File: config.mk
export PLATFORM = sky130hd
export DESIGN_NAME = act_interp_pipe
export DESIGN_NICKNAME = d
export VERILOG_FILES = /design/src/rtl/act_pkg.sv /design/src/rtl/act_lut_rf.sv /design/src/rtl/act_interp_pipe.sv
export SDC_FILE = /design/constraint.sdc
export NUM_CORES = 1
export LEC_CHECK = 0
export ABC_AREA = 1
export BUFFER_PORTS_ARGS = -buffer_cell sky130_fd_sc_hd__clkbuf_2
export CORE_MARGIN = 4
export CORE_UTILIZATION = 53
export CTS_CLUSTER_DIAMETER = 100
export DETAILED_ROUTE_END_ITERATION = 10
export PLACE_DENSITY = 0.69
export SLEW_MARGIN = 10
export SYNTH_ARGS = -nofsm -noshare
export SYNTH_HDL_FRONTEND = slang
export SYNTH_SLANG_ARGS = --single-unit
File: constraint.sdc
create_clock -name clk -period 18 [get_ports clk]
set_input_delay 1.8 -clock clk [delete_from_list [all_inputs] [get_ports clk]]
set_output_delay 1.8 -clock clk [all_outputs]
set_load 0.02 [all_outputs]
File: src/rtl/act_pkg.sv
// Shared defaults and derived-width helpers for the piecewise-linear activation pipeline.
package act_pkg;

  localparam int DEF_DATA_W = 8;
  localparam int DEF_ADDR_W = 4;
  localparam int DEF_N_FUNC = 2;

  function automatic int frac_w(input int data_w, input int addr_w);
    return data_w - addr_w;
  endfunction

  // A single table still needs a one-bit select port.
  function automatic int fsel_w(input int n_func);
    return (n_func <= 2) ? 1 : $clog2(n_func);
  endfunction

endpackage

File: src/rtl/act_lut_rf.sv
// Activation table register file: one write port, two combinational reads
// returning the segment base and its right-hand neighbour.
module act_lut_rf import act_pkg::*; #(
  parameter int DATA_W = DEF_DATA_W,
  parameter int ADDR_W = DEF_ADDR_W,
  parameter int N_FUNC = DEF_N_FUNC,
  localparam int FSEL_W = fsel_w(N_FUNC)
) (
  input  logic                     clk,
  input  logic                     rst,
  input  logic                     wr_en,
  input  logic [FSEL_W-1:0]        wr_func,
  input  logic [ADDR_W-1:0]        wr_addr,
  input  logic signed [DATA_W-1:0] wr_data,
  input  logic [FSEL_W-1:0]        rd_func,
  input  logic [ADDR_W-1:0]        rd_addr,
  output logic signed [DATA_W-1:0] rd_base,
  output logic signed [DATA_W-1:0] rd_next
);

  localparam int DEPTH = 2 ** ADDR_W;
  localparam logic [ADDR_W-1:0] TOP_POS = {1'b0, {(ADDR_W-1){1'b1}}};

  logic signed [DATA_W-1:0] mem [N_FUNC][DEPTH];
  logic [FSEL_W-1:0]        sel;
  logic [ADDR_W-1:0]        next_addr;

  always_ff @(posedge clk or posedge rst) begin
    if (rst) begin
      for (int f = 0; f < N_FUNC; f++)
        for (int a = 0; a < DEPTH; a++)
          mem[f][a] <= '0;
    end else if (wr_en && (int'(wr_func) < N_FUNC)) begin
      mem[wr_func][wr_addr] <= wr_data;
    end
  end

  // Out-of-range selects fall back to table 0; the most positive segment is
  // flat so large inputs never interpolate toward the negative wrap entry.
  always_comb begin
    sel       = (int'(rd_func) < N_FUNC) ? rd_func : '0;
    next_addr = (rd_addr == TOP_POS) ? rd_addr : rd_addr + 1'b1;
    rd_base   = mem[sel][rd_addr];
    rd_next   = mem[sel][next_addr];
  end

endmodule

File: src/rtl/act_interp_pipe.sv
// Three-stage elastic piecewise-linear activation: S1 table lookup,
// S2 slope multiply, S3 base add. One sample per cycle when unstalled.
module act_interp_pipe import act_pkg::*; #(
  parameter int DATA_W = DEF_DATA_W,
  parameter int ADDR_W = DEF_ADDR_W,
  parameter int N_FUNC = DEF_N_FUNC,
  localparam int FRAC_W = frac_w(DATA_W, ADDR_W),
  localparam int FSEL_W = fsel_w(N_FUNC)
) (
  input  logic                     clk,
  input  logic                     rst,
  input  logic                     in_valid,
  output logic                     in_ready,
  input  logic signed [DATA_W-1:0] in_z,
  input  logic [FSEL_W-1:0]        in_func,
  output logic                     out_valid,
  input  logic                     out_ready,
  output logic signed [DATA_W-1:0] out_a,
  input  logic                     cfg_we,
  input  logic [FSEL_W-1:0]        cfg_func,
  input  logic [ADDR_W-1:0]        cfg_addr,
  input  logic signed [DATA_W-1:0] cfg_data
);

  localparam int PW = DATA_W + FRAC_W + 2;

  if (ADDR_W < 2 || FRAC_W < 1) begin : g_bad_params
    $error("act_interp_pipe: need ADDR_W >= 2 and DATA_W - ADDR_W >= 1");
  end

  // Handshake: a beat transfers on a rising edge where valid and ready are
  // both high; a producer holding valid keeps its data stable until then.
  logic                     s1_v, s2_v, s3_v;
  logic                     ld1, ld2, ld3;
  logic signed [DATA_W-1:0] lut_base, lut_next;
  logic signed [DATA_W-1:0] s1_base, s1_next, s2_base, s3_a;
  logic [FRAC_W-1:0]        s1_rem;
  logic signed [DATA_W:0]   s1_diff;
  logic signed [PW-1:0]     s1_prod, s2_prod;

  act_lut_rf #(
    .DATA_W (DATA_W),
    .ADDR_W (ADDR_W),
    .N_FUNC (N_FUNC)
  ) u_lut (
    .clk     (clk),
    .rst     (rst),
    .wr_en   (cfg_we),
    .wr_func (cfg_func),
    .wr_addr (cfg_addr),
    .wr_data (cfg_data),
    .rd_func (in_func),
    .rd_addr (in_z[DATA_W-1 -: ADDR_W]),
    .rd_base (lut_base),
    .rd_next (lut_next)
  );

  // A stage may load when it is empty or its contents are leaving this edge.
  assign ld3      = !s3_v || out_ready;
  assign ld2      = !s2_v || ld3;
  assign ld1      = !s1_v || ld2;
  assign in_ready = ld1;

  assign out_valid = s3_v;
  assign out_a     = s3_a;

  assign s1_diff = (DATA_W+1)'(s1_next) - (DATA_W+1)'(s1_base);
  assign s1_prod = PW'(s1_diff) * PW'($signed({1'b0, s1_rem}));

  always_ff @(posedge clk or posedge rst) begin
    if (rst) begin
      s1_v    <= 1'b0;
      s2_v    <= 1'b0;
      s3_v    <= 1'b0;
      s1_base <= '0;
      s1_next <= '0;
      s1_rem  <= '0;
      s2_base <= '0;
      s2_prod <= '0;
      s3_a    <= '0;
    end else begin
      if (ld1) begin
        s1_v <= in_valid;
        if (in_valid) begin
          s1_base <= lut_base;
          s1_next <= lut_next;
          s1_rem  <= in_z[FRAC_W-1:0];
        end
      end
      if (ld2) begin
        s2_v <= s1_v;
        if (s1_v) begin
          s2_base <= s1_base;
          s2_prod <= s1_prod;
        end
      end
      if (ld3) begin
        s3_v <= s2_v;
        if (s2_v) s3_a <= DATA_W'(s2_base + (s2_prod >>> FRAC_W));
      end
    end
  end

endmodule
==> results of run 1 <==
-- metrics by stage --
| step | utilization, % | power, mW | std cells | cell area [sq um] |
|---|---|---|---|---|
| global placement | 54.9 | 1.78 | 2453 | 16900 |
| global route | 58.9 | 2.72 | 2518 | 18200 |
| finish | 58.9 | 2.54 | 2519 | 18200 |
| floorplan | - | 1.55 | 2134 | 16700 |
| detailed placement | 54.9 | 1.80 | 2453 | 16900 |
| CTS | 58.9 | 2.55 | 2517 | 18100 |
-- registers in the layout (all words and copies together), names as in the netlist --
name / flops
out_a: 8
out_valid: 1
s1_base: 8
s1_next: 8
s1_rem: 4
s1_v: 1
s2_base: 8
s2_prod: 8
s2_v: 1
u_lut.mem: 256
-- path summary, 6_finish.rpt --
kind                                            startpoint                    endpoint  slack, ns  cells after the start
max in group asynchronous                              rst  u_lut.mem[192]$_DFFE_PP0P_      14.16                      4
worst min register to register  u_lut.mem[153]$_DFFE_PP0P_  u_lut.mem[153]$_DFFE_PP0P_       0.48                      2
worst max-delay path                s1_next[0]$_DFFE_PP0P_     s2_prod[11]$_DFFE_PP0P_      13.31                     24
min in group asynchronous                              rst        out_a[6]$_DFFE_PP0P_       1.42                      2
worst min-delay path            u_lut.mem[153]$_DFFE_PP0P_  u_lut.mem[153]$_DFFE_PP0P_       0.48                      2
worst max register to register      s1_next[0]$_DFFE_PP0P_     s2_prod[11]$_DFFE_PP0P_      13.31                     24
-- cell usage in the layout (no fill, tap or decap), types with 4 or more instances in the layout --
cell type / Yosys / final
clkbuf_16: 0 / 36
nand3b_1: 4 / 4
or2_2: 7 / 7
ha_1: 35 / 35
xor2_1: 9 / 9
nor2_1: 98 / 97
o211ai_1: 17 / 17
mux2i_1: 80 / 80
clkinv_2: 0 / 6
clkbuf_1: 76 / 6
clkinv_1: 5 / 5
clkbuf_2: 0 / 35
clkbuf_8: 0 / 7
bufinv_16: 0 / 4
nand3_1: 175 / 175
buf_4: 11 / 17
dfrtp_1: 303 / 303
nand4_1: 4 / 4
a21oi_1: 18 / 18
nand2_1: 664 / 664
o21ai_0: 374 / 374
a31oi_1: 13 / 13
inv_1: 147 / 146
xnor2_1: 4 / 4
inv_2: 5 / 5
fa_1: 17 / 17
-- power groups by stage --
stage,clock [mW],sequential [mW],combinational [mW]
global placement,0,0.910,0.867
global route,0.789,0.922,1.01
detailed placement,0,0.913,0.886
CTS,0.758,0.903,0.889
floorplan,0,0.904,0.644
finish,0.747,0.905,0.888
-- metal layers --
metal / global-route usage [%] / vias to the layer above / part of all wire [%]
met5: 0 / - / 0.026
met4: 10.5 / 2 / 4.0
met3: 4.67 / 103 / 5.9
met2: 47.5 / 469 / 46
met1: 39.7 / 6882 / 44
li1: - / 6893 / -
-- worst max-delay path, stage by stage (launching register included) --
cell and delay, ns:
dfrtp_1 0.32, inv_1 0.08, ha_1 0.21, fa_1 0.42, inv_1 0.08, nand2_1 0.05, nand2_1 0.08, nand2_1 0.08
o21bai_1 0.16, xor2_1 0.26, inv_1 0.12, nor2_1 0.11, ha_1 0.25, fa_1 0.49, inv_1 0.06, fa_1 0.49
inv_1 0.04, ha_1 0.35, a21oi_1 0.17, nor2_1 0.05, a211oi_1 0.18, o211ai_1 0.15, nand3b_1 0.18, nand3_1 0.12
nand2_1 0.07
-- cell type report --
cell class	instances	area [sq um]	share of cell area (%)
flip-flops and latches	303	7580	41.7
well taps	396	495	2.73
clock inverters	15	200	1.10
clock buffers	49	1020	5.61
repair buffers	54	342	1.88
multi-input cells	1544	7940	43.7
inverters	157	597	3.28
diodes	1	2.50	0.0138
-- cell families (layout without fill, tap and decap cells) --
| logic type | count (synthesis) | count (layout) |
|---|---|---|
| xor+xnor | 14 | 14 |
| buf+inv | 287 | 275 |
| fa+ha+maj | 52 | 52 |
| other cells | 0 | 1 |
| mux | 82 | 82 |
| simple gates | 959 | 959 |
| compound gates | 437 | 437 |
| flops | 303 | 303 |
==> impl_metrics.json, run 1 <==
{
  "status": "finished, final reports clean",
  "synth_edf_count": 0,
  "area_growth_pct": 8.97,
  "p_sw_share_pct": 37.3,
  "fin_skew_ns": 0.0214,
  "power_frac_clock_pct": 29.4,
  "rows": 64,
  "die-area_sq_mm": 0.0344,
  "synth_compound_area_share_pct": 13.8,
  "drc": 0,
  "criticalPathCategory": "reg2reg",
  "track_usage_pct": 29.2,
  "fin_crit_sh_pct": 26.1,
  "holdBufCountCts": 0,
  "synth_top_cell_by_area": "dfrtp_1",
  "coreArea_sq_mm": 0.0308,
  "cts.sinks": 303,
  "seqPwrFrac_pct": 35.6,
  "relSlewSlack_pct": 30.8,
  "clk_latency_ns": 0.52,
  "nNetsFinal": 2174,
  "crit_path_start_kind": "register",
  "synthAdderAreaFrac_pct": 4.67,
  "h-tree-depth": 2,
  "drt-initial-drc-count": 1430,
  "grt_max_degree": 105,
  "first_global_vias": 13561,
  "post_cts_buffers": 0,
  "cp.arrival_ns": 5.10,
  "clk_path_buf_depth": 3,
  "synthTopCellsByCount": "nand2_1 (664), o21ai_0 (374), dfrtp_1 (303)",
  "post_drt_via_cell_ratio": 5.70,
  "fill_cells": 2815,
  "min_path_type": "reg2reg",
  "wire_per_inst_um": 19.6,
  "gp_congestion": 1.04,
  "cts_tree": "built",
  "port-buffer-count": 36,
  "initial_utilization_pct": 54.1,
  "avgSynthCellArea_sq_um": 7.82,
  "fin_ws_ns": 13.31,
  "synth-xor-area-share_pct": 0.780,
  "die_x_um": 185,
  "synthMuxAreaShare_pct": 4.94,
  "period_needed_ns": 4.69,
  "vdd_ir_drop_max_v": 0.0000828,
  "syn-instance-count": 2134,
  "fin_setup_tns_ns": 0,
  "synth.top_cell.area_share_pct": 45.5,
  "fmax_mhz": 213,
  "synth_cell_types": 39,
  "worst_pin_slew_ns": 1.04,
  "cap_violations": 0,
  "wl_mm": 49.5,
  "syn_nets": 2213,
  "power_density_mw_per_mm2": 140,
  "ant_nets": 0,
  "ys_seq_elements": 303,
  "slew_viol_final": 0,
  "critPathMaxFanout": 5,
  "yosys_warnings": 0,
  "grt_overflow": 0,
  "hpwl_mm": 33.8,
  "rsz0062_at_grt": "no",
  "antenna_found_initial": 2,
  "die_h_um": 185,
  "synth_top_flop_cell": "dfrtp_1",
  "synthArstFlopShare_pct": 100,
  "firstDrtPassIters": 5,
  "cell_internal_pwr_mw": 1.59,
  "whs_ns": 0.476,
  "required_ns": 18.40,
  "seq_area_frac_synth_pct": 45.5,
  "finalHoldViolations": 0,
  "synth_top_family_by_area": "simple AND/OR/NAND/NOR gates",
  "syn_area_sq_mm": 0.0167,
  "finalSetupViolations": 0,
  "place_ws_ns": 12.91,
  "cts_inserted_buffers": 35,
  "drive_above_1_share_pct": 6.41,
  "grt_pass1_wl_mm": 77.7,
  "switchingPower_mw": 0.947,
  "clockRootBuffer": "clkbuf_16",
  "clk_pin_slew_worst_paths_ns": 0.07,
  "worstSetupEndpointType": "register",
  "yosysMostFrequentCell": "nand2_1",
  "synthSimpleGateAreaFrac_pct": 23.3,
  "vias": 14349,
  "cts-resized-gates": 0,
  "power.leakage_nw": 9.05,
  "synthTopCellsByArea": "dfrtp_1 (45%), nand2_1 (15%), o21ai_0 (11%), nand3_1 (5.3%), mux2i_1 (4.8%)",
  "ioPinCount": 37,
  "p_comb_share_pct": 35.0
}
(Power assumes the default switching activity.)
==> run 2, diff against run 1 <==
==> constraint.sdc (replaced) <==
create_clock -name clk -period 4.78 [get_ports clk]
set_input_delay 0.478 -clock clk [delete_from_list [all_inputs] [get_ports clk]]
set_output_delay 0.478 -clock clk [all_outputs]
set_load 0.02 [all_outputs]
==> impl_metrics.json, run 2 (same netlist as run 1, synthesis figures left out) <==
{
  "status": "finished, final reports clean",
  "fmax_mhz": 226,
  "criticalPathCategory": "reg2reg",
  "coreArea_sq_mm": 0.0308,
  "final_common_cell": "nand2_1",
  "fin_setup_tns_ns": 0,
  "power_frac_clock_pct": 29.8,
  "seqPwrFrac_pct": 35.8,
  "ant_nets": 0,
  "initial_utilization_pct": 54.1,
  "clk_pin_slew_worst_paths_ns": 0.06,
  "vdd_ir_drop_max_v": 0.000405,
  "cts.sinks": 303,
  "power_mw": 9.54,
  "cts_tree": "built",
  "grt_overflow": 0,
  "largest_reg_flops": 256,
  "fin_skew_ns": 0.0201,
  "power_density_mw_per_mm2": 523,
  "cts_inserted_buffers": 34,
  "power.leakage_nw": 9.06,
  "min_path_type": "in2async",
  "cell_internal_pwr_mw": 6.08,
  "clockRootBuffer": "clkbuf_16",
  "rows": 64,
  "period_needed_ns": 4.43,
  "grt_pass1_wl_mm": 75.1,
  "gp_congestion": 0.932,
  "track_usage_pct": 27.5,
  "fin_area_sq_mm": 0.0182,
  "drive_above_1_share_pct": 6.59,
  "first_global_vias": 13747,
  "grt_max_degree": 128,
  "switchingPower_mw": 3.46,
  "vias": 14512,
  "die-area_sq_mm": 0.0344,
  "timing.reg2reg.setup_slack_ns": 0.35,
  "mostFrequentLayoutCells": "nand2_1 (664), o21ai_0 (374), dfrtp_1 (303)",
  "relSlewSlack_pct": 21.2,
  "firstDrtPassIters": 5,
  "dpl_cell_area_sq_mm": 0.0170,
  "clk_path_buf_depth": 3,
  "fin_crit_sh_pct": 92.6,
  "die_x_um": 185,
  "top_register": "u_lut.mem",
  "timing.rr.end": "s2_prod[11]$_DFFE_PP0P_",
  "post_drt_via_cell_ratio": 5.76,
  "wl_mm": 46.8,
  "finalHoldViolations": 0,
  "nNetsFinal": 2177,
  "whs_ns": 0.124,
  "port-buffer-count": 36,
  "required_ns": 5.18,
  "wire_per_inst_um": 18.6,
  "critPathMaxFanout": 5,
  "timing.rr.start": "s1_base[0]$_DFFE_PP0P_",
  "h-tree-depth": 2,
  "finalSetupViolations": 0,
  "drc": 0,
  "cp.arrival_ns": 4.83,
  "worst_pin_slew_ns": 1.18,
  "worstSetupEndpointType": "register",
  "clk_latency_ns": 0.52,
  "reg2reg_depth": 23,
  "slew_viol_final": 0,
  "drt-initial-drc-count": 1467,
  "p_sw_share_pct": 36.2,
  "crit_path_start_kind": "register",
  "ioPinCount": 37,
  "cap_violations": 0,
  "area_growth_pct": 9.38,
  "hpwl_mm": 30.9,
  "p_comb_share_pct": 34.4,
  "die_h_um": 185,
  "antenna_found_initial": 1
}
-- run 2: cell count changes in the layout (fill, tap and decap cells not counted), sizes merged --
cell	before	now
inv	154	151
clkinvlp	1	3
clkbuf	84	87
buf	19	23
clkinv	13	8
bufinv	4	5
-- run 2: what timing repair did --
| action | in CTS | in global routing |
|---|---|---|
| setup buffers | 0 | 0 |
| endpoints found under the setup margin | 0 | 2 |
| hold buffers | 0 | 0 |
| resized for setup | 0 | 5 |
-- run 2: per-layer routing --
layer  track usage (%)  vias up  wire length, um
met5                 0        -                0
met4              10.9        0             2180
met3              4.36      125             2890
met2              45.4      542            22000
met1              36.6     6931            19800
li1                  -     6914                -
-- run 2: power by group through the flow --
stage | logic, mW | registers, mW | clock network (mW)
floorplan | 2.43 | 3.40 | 0
global placement | 3.11 | 3.43 | 0
detailed placement | 3.22 | 3.44 | 0
CTS | 3.23 | 3.41 | 2.88
global route | 3.78 | 3.47 | 3.00
finish | 3.28 | 3.41 | 2.84
-- run 2: how the worst max path moves through the flow --
stage	from	end	slack [ns]	depth (start not counted)
CTS	s1_base[0]$_DFFE_PP0P_	s2_prod[11]$_DFFE_PP0P_	0.26	23
global placement	s1_base[0]$_DFFE_PP0P_	s2_prod[11]$_DFFE_PP0P_	0.40	23
global route	s1_next[0]$_DFFE_PP0P_	s2_prod[11]$_DFFE_PP0P_	-0.0005	24
detailed placement	s1_base[0]$_DFFE_PP0P_	s2_prod[11]$_DFFE_PP0P_	0.25	23
finish	s1_base[0]$_DFFE_PP0P_	s2_prod[11]$_DFFE_PP0P_	0.35	23
floorplan	rst	out_a[0]$_DFFE_PP0P_	0.27	1
-- run 2: metrics by stage --
step	util (%)	setup slack [ns]	cells
after floorplan	-	0.273	2134
after global placement	55.1	0.396	2458
after detailed placement	55.1	0.246	2458
after CTS	59.1	0.261	2520
after global routing	59.2	-0.000529	2521
final	59.2	0.352	2521
-- run 2: layout make-up --
type	count	area (sq um)
fillers	2848	12600
multi-input cells	1544	7960
flip-flops and latches	303	7580
clock buffers	52	1040
inverters	157	593
well taps	396	495
repair buffers	58	389
clock inverters	10	180
diodes	1	2.50
-- run 2: worst max-delay path, stage by stage, from the launching register on --
cell and delay, ns:
dfrtp_1 0.38, ha_1 0.23, fa_2 0.37, inv_1 0.06, nand2_1 0.04, nand2_1 0.08
nand2_1 0.08, o21bai_1 0.18, xor2_1 0.19, inv_1 0.10, nor2_1 0.10, ha_1 0.25
fa_1 0.49, inv_1 0.05, fa_1 0.49, inv_1 0.05, ha_1 0.34, a21oi_1 0.18
nor2_1 0.07, a211oi_2 0.16, o211ai_1 0.13, nand3b_1 0.17, nand3_1 0.07, nand2_1 0.06
